<file path="src/rtl/display_scanner.sv">
// display_scanner: time-multiplexed scan controller for a 4-digit
// common-anode 7-segment display. Scans the four nibbles of a
// double-buffered 16-bit value and drives the downstream hex decoder
// (hex = 4'hF blanks a digit) and the active-low anode enables.
//
// Optional feature: define LEAD_ZERO_BLANK_EN to blank leading zero
// digits (digit 0 is always shown). Without the macro every enabled
// digit shows its nibble, leading zeros included.
module display_scanner #(
  parameter int DIV   = 100000,  // clock cycles per digit slot, >= 4
  parameter int GUARD = 2        // dark cycles at the start of each slot, < DIV
) (
  input  logic        clk,
  input  logic        rst_n,
  input  logic [15:0] value,
  input  logic        load,
  input  logic [3:0]  digit_mask,
  output logic [3:0]  hex,
  output logic [3:0]  an,
  output logic        pending,
  output logic        frame
);

  localparam int CW = (DIV > 1) ? $clog2(DIV) : 1;
  localparam logic [CW-1:0] CNT_LAST   = CW'(DIV - 1);
  localparam logic [CW-1:0] CNT_GUARD  = CW'(GUARD);
  localparam logic [1:0]    DIGIT_LAST = 2'd3;

  // State registers and their next-state values
  logic [CW-1:0] cnt_q,     cnt_d;
  logic [1:0]    digit_q,   digit_d;
  logic [15:0]   shadow_q,  shadow_d;
  logic [15:0]   shown_q,   shown_d;
  logic          pending_q, pending_d;
  logic [3:0]    mask_q,    mask_d;
  logic          frame_q,   frame_d;

  // Decode helpers
  logic          slot_end_s;
  logic          boundary_s;
  logic          guard_s;
  logic          blank_lz_s;
  logic [3:0]    nibble_s;
  logic [3:0]    an_lit_s;

`ifdef LEAD_ZERO_BLANK_EN
  // True when digit d (d >= 1) and every higher nibble of v are zero
  function automatic logic lead_zero(input logic [15:0] v, input logic [1:0] d);
    logic z;
    case (d)
      2'd0:    z = 1'b0;
      2'd1:    z = (v[15:4]  == 12'h000);
      2'd2:    z = (v[15:8]  == 8'h00);
      2'd3:    z = (v[15:12] == 4'h0);
      default: z = 1'b0;
    endcase
    return z;
  endfunction
`endif

  // Slot timing: wrap detection and the frame boundary (last cycle of digit 3)
  always_comb begin
    slot_end_s = (cnt_q == CNT_LAST);
    boundary_s = slot_end_s && (digit_q == DIGIT_LAST);
  end

  // Next state for slot counter, digit index and sampled mask
  always_comb begin
    cnt_d   = cnt_q;
    digit_d = digit_q;
    mask_d  = mask_q;
    if (slot_end_s) begin
      cnt_d   = {CW{1'b0}};
      digit_d = digit_q + 2'd1;
      mask_d  = digit_mask;
    end else begin
      cnt_d   = cnt_q + CW'(1);
    end
  end

  // Double buffer: loads land in shadow; shown only changes at a frame boundary
  always_comb begin
    shadow_d  = shadow_q;
    shown_d   = shown_q;
    pending_d = pending_q;
    frame_d   = 1'b0;
    if (load) begin
      shadow_d = value;
    end else begin
      shadow_d = shadow_q;
    end
    if (boundary_s) begin
      frame_d   = 1'b1;
      pending_d = 1'b0;
      if (load) begin
        // A load on the boundary edge bypasses the shadow wait
        shown_d = value;
      end else if (pending_q) begin
        shown_d = shadow_q;
      end else begin
        shown_d = shown_q;
      end
    end else if (load) begin
      pending_d = 1'b1;
    end else begin
      pending_d = pending_q;
    end
  end

  // Register update with asynchronous active-low reset
  always_ff @(posedge clk or negedge rst_n) begin
    if (!rst_n) begin
      cnt_q     <= {CW{1'b0}};
      digit_q   <= 2'd0;
      shadow_q  <= 16'h0000;
      shown_q   <= 16'h0000;
      pending_q <= 1'b0;
      mask_q    <= 4'b0000;
      frame_q   <= 1'b0;
    end else begin
      cnt_q     <= cnt_d;
      digit_q   <= digit_d;
      shadow_q  <= shadow_d;
      shown_q   <= shown_d;
      pending_q <= pending_d;
      mask_q    <= mask_d;
      frame_q   <= frame_d;
    end
  end

  // Select the current digit's nibble and its anode pattern
  always_comb begin
    nibble_s = 4'hF;
    an_lit_s = 4'b1111;
    case (digit_q)
      2'd0: begin nibble_s = shown_q[3:0];   an_lit_s = 4'b1110; end
      2'd1: begin nibble_s = shown_q[7:4];   an_lit_s = 4'b1101; end
      2'd2: begin nibble_s = shown_q[11:8];  an_lit_s = 4'b1011; end
      2'd3: begin nibble_s = shown_q[15:12]; an_lit_s = 4'b0111; end
      default: begin nibble_s = 4'hF; an_lit_s = 4'b1111; end
    endcase
  end

  // Dark conditions: guard interval at slot start, and optional leading-zero blanking
  always_comb begin
    guard_s = (cnt_q < CNT_GUARD);
`ifdef LEAD_ZERO_BLANK_EN
    blank_lz_s = lead_zero(shown_q, digit_q);
`else
    blank_lz_s = 1'b0;
`endif
  end

  // Output decode from registers only, so anodes never glitch on input changes
  always_comb begin
    an  = 4'b1111;
    hex = 4'hF;
    if (guard_s || !mask_q[digit_q] || blank_lz_s) begin
      an  = 4'b1111;
      hex = 4'hF;
    end else begin
      an  = an_lit_s;
      hex = nibble_s;
    end
  end

  assign pending = pending_q;
  assign frame   = frame_q;

endmodule

</file>
<file path="config.mk">
export PLATFORM = sky130hd
export DESIGN_NAME = display_scanner
export DESIGN_NICKNAME = d
export VERILOG_FILES = /design/src/rtl/display_scanner.sv
export SDC_FILE = /design/constraint.sdc
export NUM_CORES = 1
export LEC_CHECK = 0
export CAP_MARGIN = 20
export CORE_MARGIN = 3
export CORE_UTILIZATION = 54
export DETAILED_ROUTE_END_ITERATION = 16
export PLACE_DENSITY = 0.78
export SLEW_MARGIN = 15
export SYNTH_ARGS = -nofsm -noshare
export SYNTH_HDL_FRONTEND = slang
export SYNTH_SLANG_ARGS = --single-unit
</file>
<file path="constraint.sdc">
create_clock -name clk -period 3.1 [get_ports clk]
set_input_delay 0.62 -clock clk [delete_from_list [all_inputs] [get_ports clk]]
set_output_delay 0.62 -clock clk [all_outputs]
set_load 0.05 [all_outputs]
</file>
==> qor.csv <==
stage,metric,value,unit
status,outcome,finished clean,
worst_hold_path,hp-class,input port to async pin,
worst_setup_path,critical_path.top_delay_family,simple AND/OR/NAND/NOR gates,
worst_setup_path,regToRegStartpoint,cnt_q[12],
layout,fill_cells,295,
worst_setup_path,required,2.48,ns
layout,layout_common_cells,"57 x dfrtp_1, 27 x mux2_2, 23 x clkdlybuf4s50_1, 17 x nand2_1, 11 x nor2_1",
floorplanning,rows,24,
yosys,synth_nets,220,
layout,final_common_cell,dfrtp_1,
placed_design,gp_congestion,0.8265,
sta,maxSlewHeadroom,40.64,%
route,via_count,1687,
yosys,synth_ff_type,dfrtp_1,
pwr,power.leakage,0.001494,uW
worst_setup_path,crit_fanout,8,
worst_setup_path,crit_type,register to output pin,
yosys,synth_edf_count,0,
grt,antenna_found_initial,0,
clock_tree,clock_sinks,57,
placed_design,io_buffers,32,
yosys,syn_area,2577,sq um
yosys,avgSynthCellArea,13.42,sq um
placed_design,place_inst,274,
worst_setup_path,critPathSlowestCell,or4_4,
worst_setup_path,regToRegSetupSlack,0.50,ns
sta,layout_min_cycle_time,2.919,ns
yosys,synthArstFlopShare,100.0,%
floorplanning,core,4474,sq um
clock_tree,h-tree-depth,3,
sta,grt_setup_unrepaired,no,
grt,grt_max_degree,58,
route,vias_per_cell,5.817,
floorplanning,pin_count,33,
sta,finalCritPeriodShare,94.15,%
route,routedWlPerCell,18.72,microns
route,antenna_left,0,
yosys,synthCells,192,
route,first_pass_iters,4,
clock_tree,cts.clk_slew.worst_paths,0.06,ns
floorplanning,dieWidth,75.09,microns
clock_tree,clock_latency,0.33,ns
route,drt_iter0_markers,108,
worst_setup_path,cp_common_cell,or4_4,
worst_setup_path,startpoint,cnt_q[12],
yosys,ys_warn_count,0,
route,drc,0,
sta,tightest_slew,0.8905,ns
floorplanning,fp.dieH,75.09,microns
worst_setup_path,cp-start-kind,register,
yosys,synth-seq-cells,57,
sta,finalHoldViolCount,0,
clock_tree,cts_tree,built,
floorplanning,start_util,57.61,%
clock_tree,cts_buffer_depth,2,
grt,overflow,0,
clock_tree,cts_made_buffers,9,
grt,grt_pass1_wl,9128,microns
grt,grt.total_usage,22.40,%
pwr,total_power,1527,uW
sta,skew,0.006221,ns
yosys,ys_types,35,
sta,finalSetupTns,0,ns
placed_design,dpl.hpwl,3811,microns
route,drt_wl_total,5430,microns
layout,final_layout_size_suffix_gt1_share,29.83,%
pwr,p_per_area,476.0,nW/um^2
worst_setup_path,path_cells,"or4_4, or4_4, o21a_4, nand2_1, buf_12",
yosys,ys_seq_area_share,55.34,%
clock_tree,root_buffer,clkbuf_8,
worst_setup_path,crit_path_max_incr_delay,0.55,ns
grt,grt_pass1_vias,1837,
layout,diodes,0,
clock_tree,cts_hold_buf,0,
worst_setup_path,arrival,2.30,ns
layout,area_delta_synth_final,24.47,%
floorplanning,die_area,5638,sq um
layout,stdcell_count,290,
pwr,irDropWorstVdd,0.3100,mV
worst_setup_path,crit_path_end_kind,output pin,
sta,clock.fmax,0.3426,GHz
worst_setup_path,path_buf_inv,1,
run,cap_violations,0,
layout,nNetsFinal,262,
sta,slew_violations,0,
sta,setup_viol,0,
==> state kept, by name, indices dropped and copies added, names as in the netlist <==
name and count:
mask_q 4, frame 1, shown_q 16, pending 1
digit_q 2, shadow_q 16, cnt_q 17
==> power by group <==
group / internal (uW) / total (uW) / switching, uW
sequential: 767 / 774 / 6.84
combinational: 61.4 / 114 / 52.5
clock: 363 / 639 / 276
total: 1190 / 1530 / 336
==> cells in the mapped netlist, types with 2 or more instances <==
cell | number | area, sq um
dfrtp_1 | 57 | 1426
mux2_2 | 27 | 304.0
nand2_1 | 17 | 63.81
nor2_1 | 11 | 41.29
mux2_4 | 10 | 150.1
xnor2_1 | 10 | 87.58
ha_1 | 5 | 62.56
nand4_1 | 5 | 31.28
xor2_1 | 5 | 43.79
a222oi_1 | 4 | 40.04
and4_1 | 4 | 35.03
inv_1 | 4 | 15.01
nand3_1 | 4 | 20.02
nor3_1 | 4 | 20.02
o21ai_0 | 4 | 20.02
and3_1 | 2 | 12.51
==> metrics by stage <==
stage | utilization [%] | hold WS (ns) | setup WS, ns | cell area, sq um
after detailed placement | 67.37 | 0.4859 | 0.3194 | 3014
after floorplan | - | 0.3244 | 0.3633 | 2577
final | 71.70 | 0.4125 | 0.1813 | 3208
after CTS | 71.70 | 0.4317 | 0.1616 | 3208
after global routing | 71.70 | 0.4607 | 0.1038 | 3208
after global placement | 67.37 | 0.4707 | 0.3756 | 3014
==> metal layers <==
| metal | wire length, microns | track usage, % | vias up |
|---|---|---|---|
| met5 | 0 | 0 | - |
| met4 | 85 | 7.115 | 0 |
| met3 | 249 | 8.411 | 11 |
| met2 | 2771 | 36.94 | 47 |
| met1 | 2323 | 27.29 | 858 |
| li1 | - | - | 771 |
==> worst paths after layout <==
| check | endpoint | cells past startpoint |
|---|---|---|
| worst max register to register | shown_q[6] | 4 |
| max in group asynchronous | cnt_q[0] | 2 |
| worst max-delay path | an[3] | 5 |
| worst min register to register | shadow_q[10] | 1 |
| worst min-delay path | shadow_q[13] | 2 |
| min in group clk | shadow_q[10] | 1 |
==> kinds of logic (layout without fill, tap and decap cells) <==
group | count (synthesis) | after routing | share of synthesized area, %
fa+ha+maj | 5 | 5 | 2.427
flops | 57 | 57 | 55.34
mux | 39 | 39 | 18.88
simple gates | 58 | 58 | 13.35
buf+inv | 8 | 54 | 2.087
xor+xnor | 15 | 15 | 5.097
compound gates | 10 | 10 | 2.816
==> layout make-up <==
class | instances | area (sq um) | area share [%]
flip-flops and latches | 57 | 1426 | 44.46
multi-input cells | 127 | 1107 | 34.52
repair buffers | 35 | 417.9 | 13.03
clock buffers | 11 | 131.4 | 4.095
well taps | 52 | 65.06 | 2.028
clock inverters | 4 | 45.04 | 1.404
inverters | 4 | 15.01 | 0.4680
==> repair_timing <==
action / CTS / global route
setup buffers: 1 / 0
gates resized for setup: 3 / 0
setup endpoints to repair: 8 / 0
Note: power is estimated with default switching activity, not from simulation.
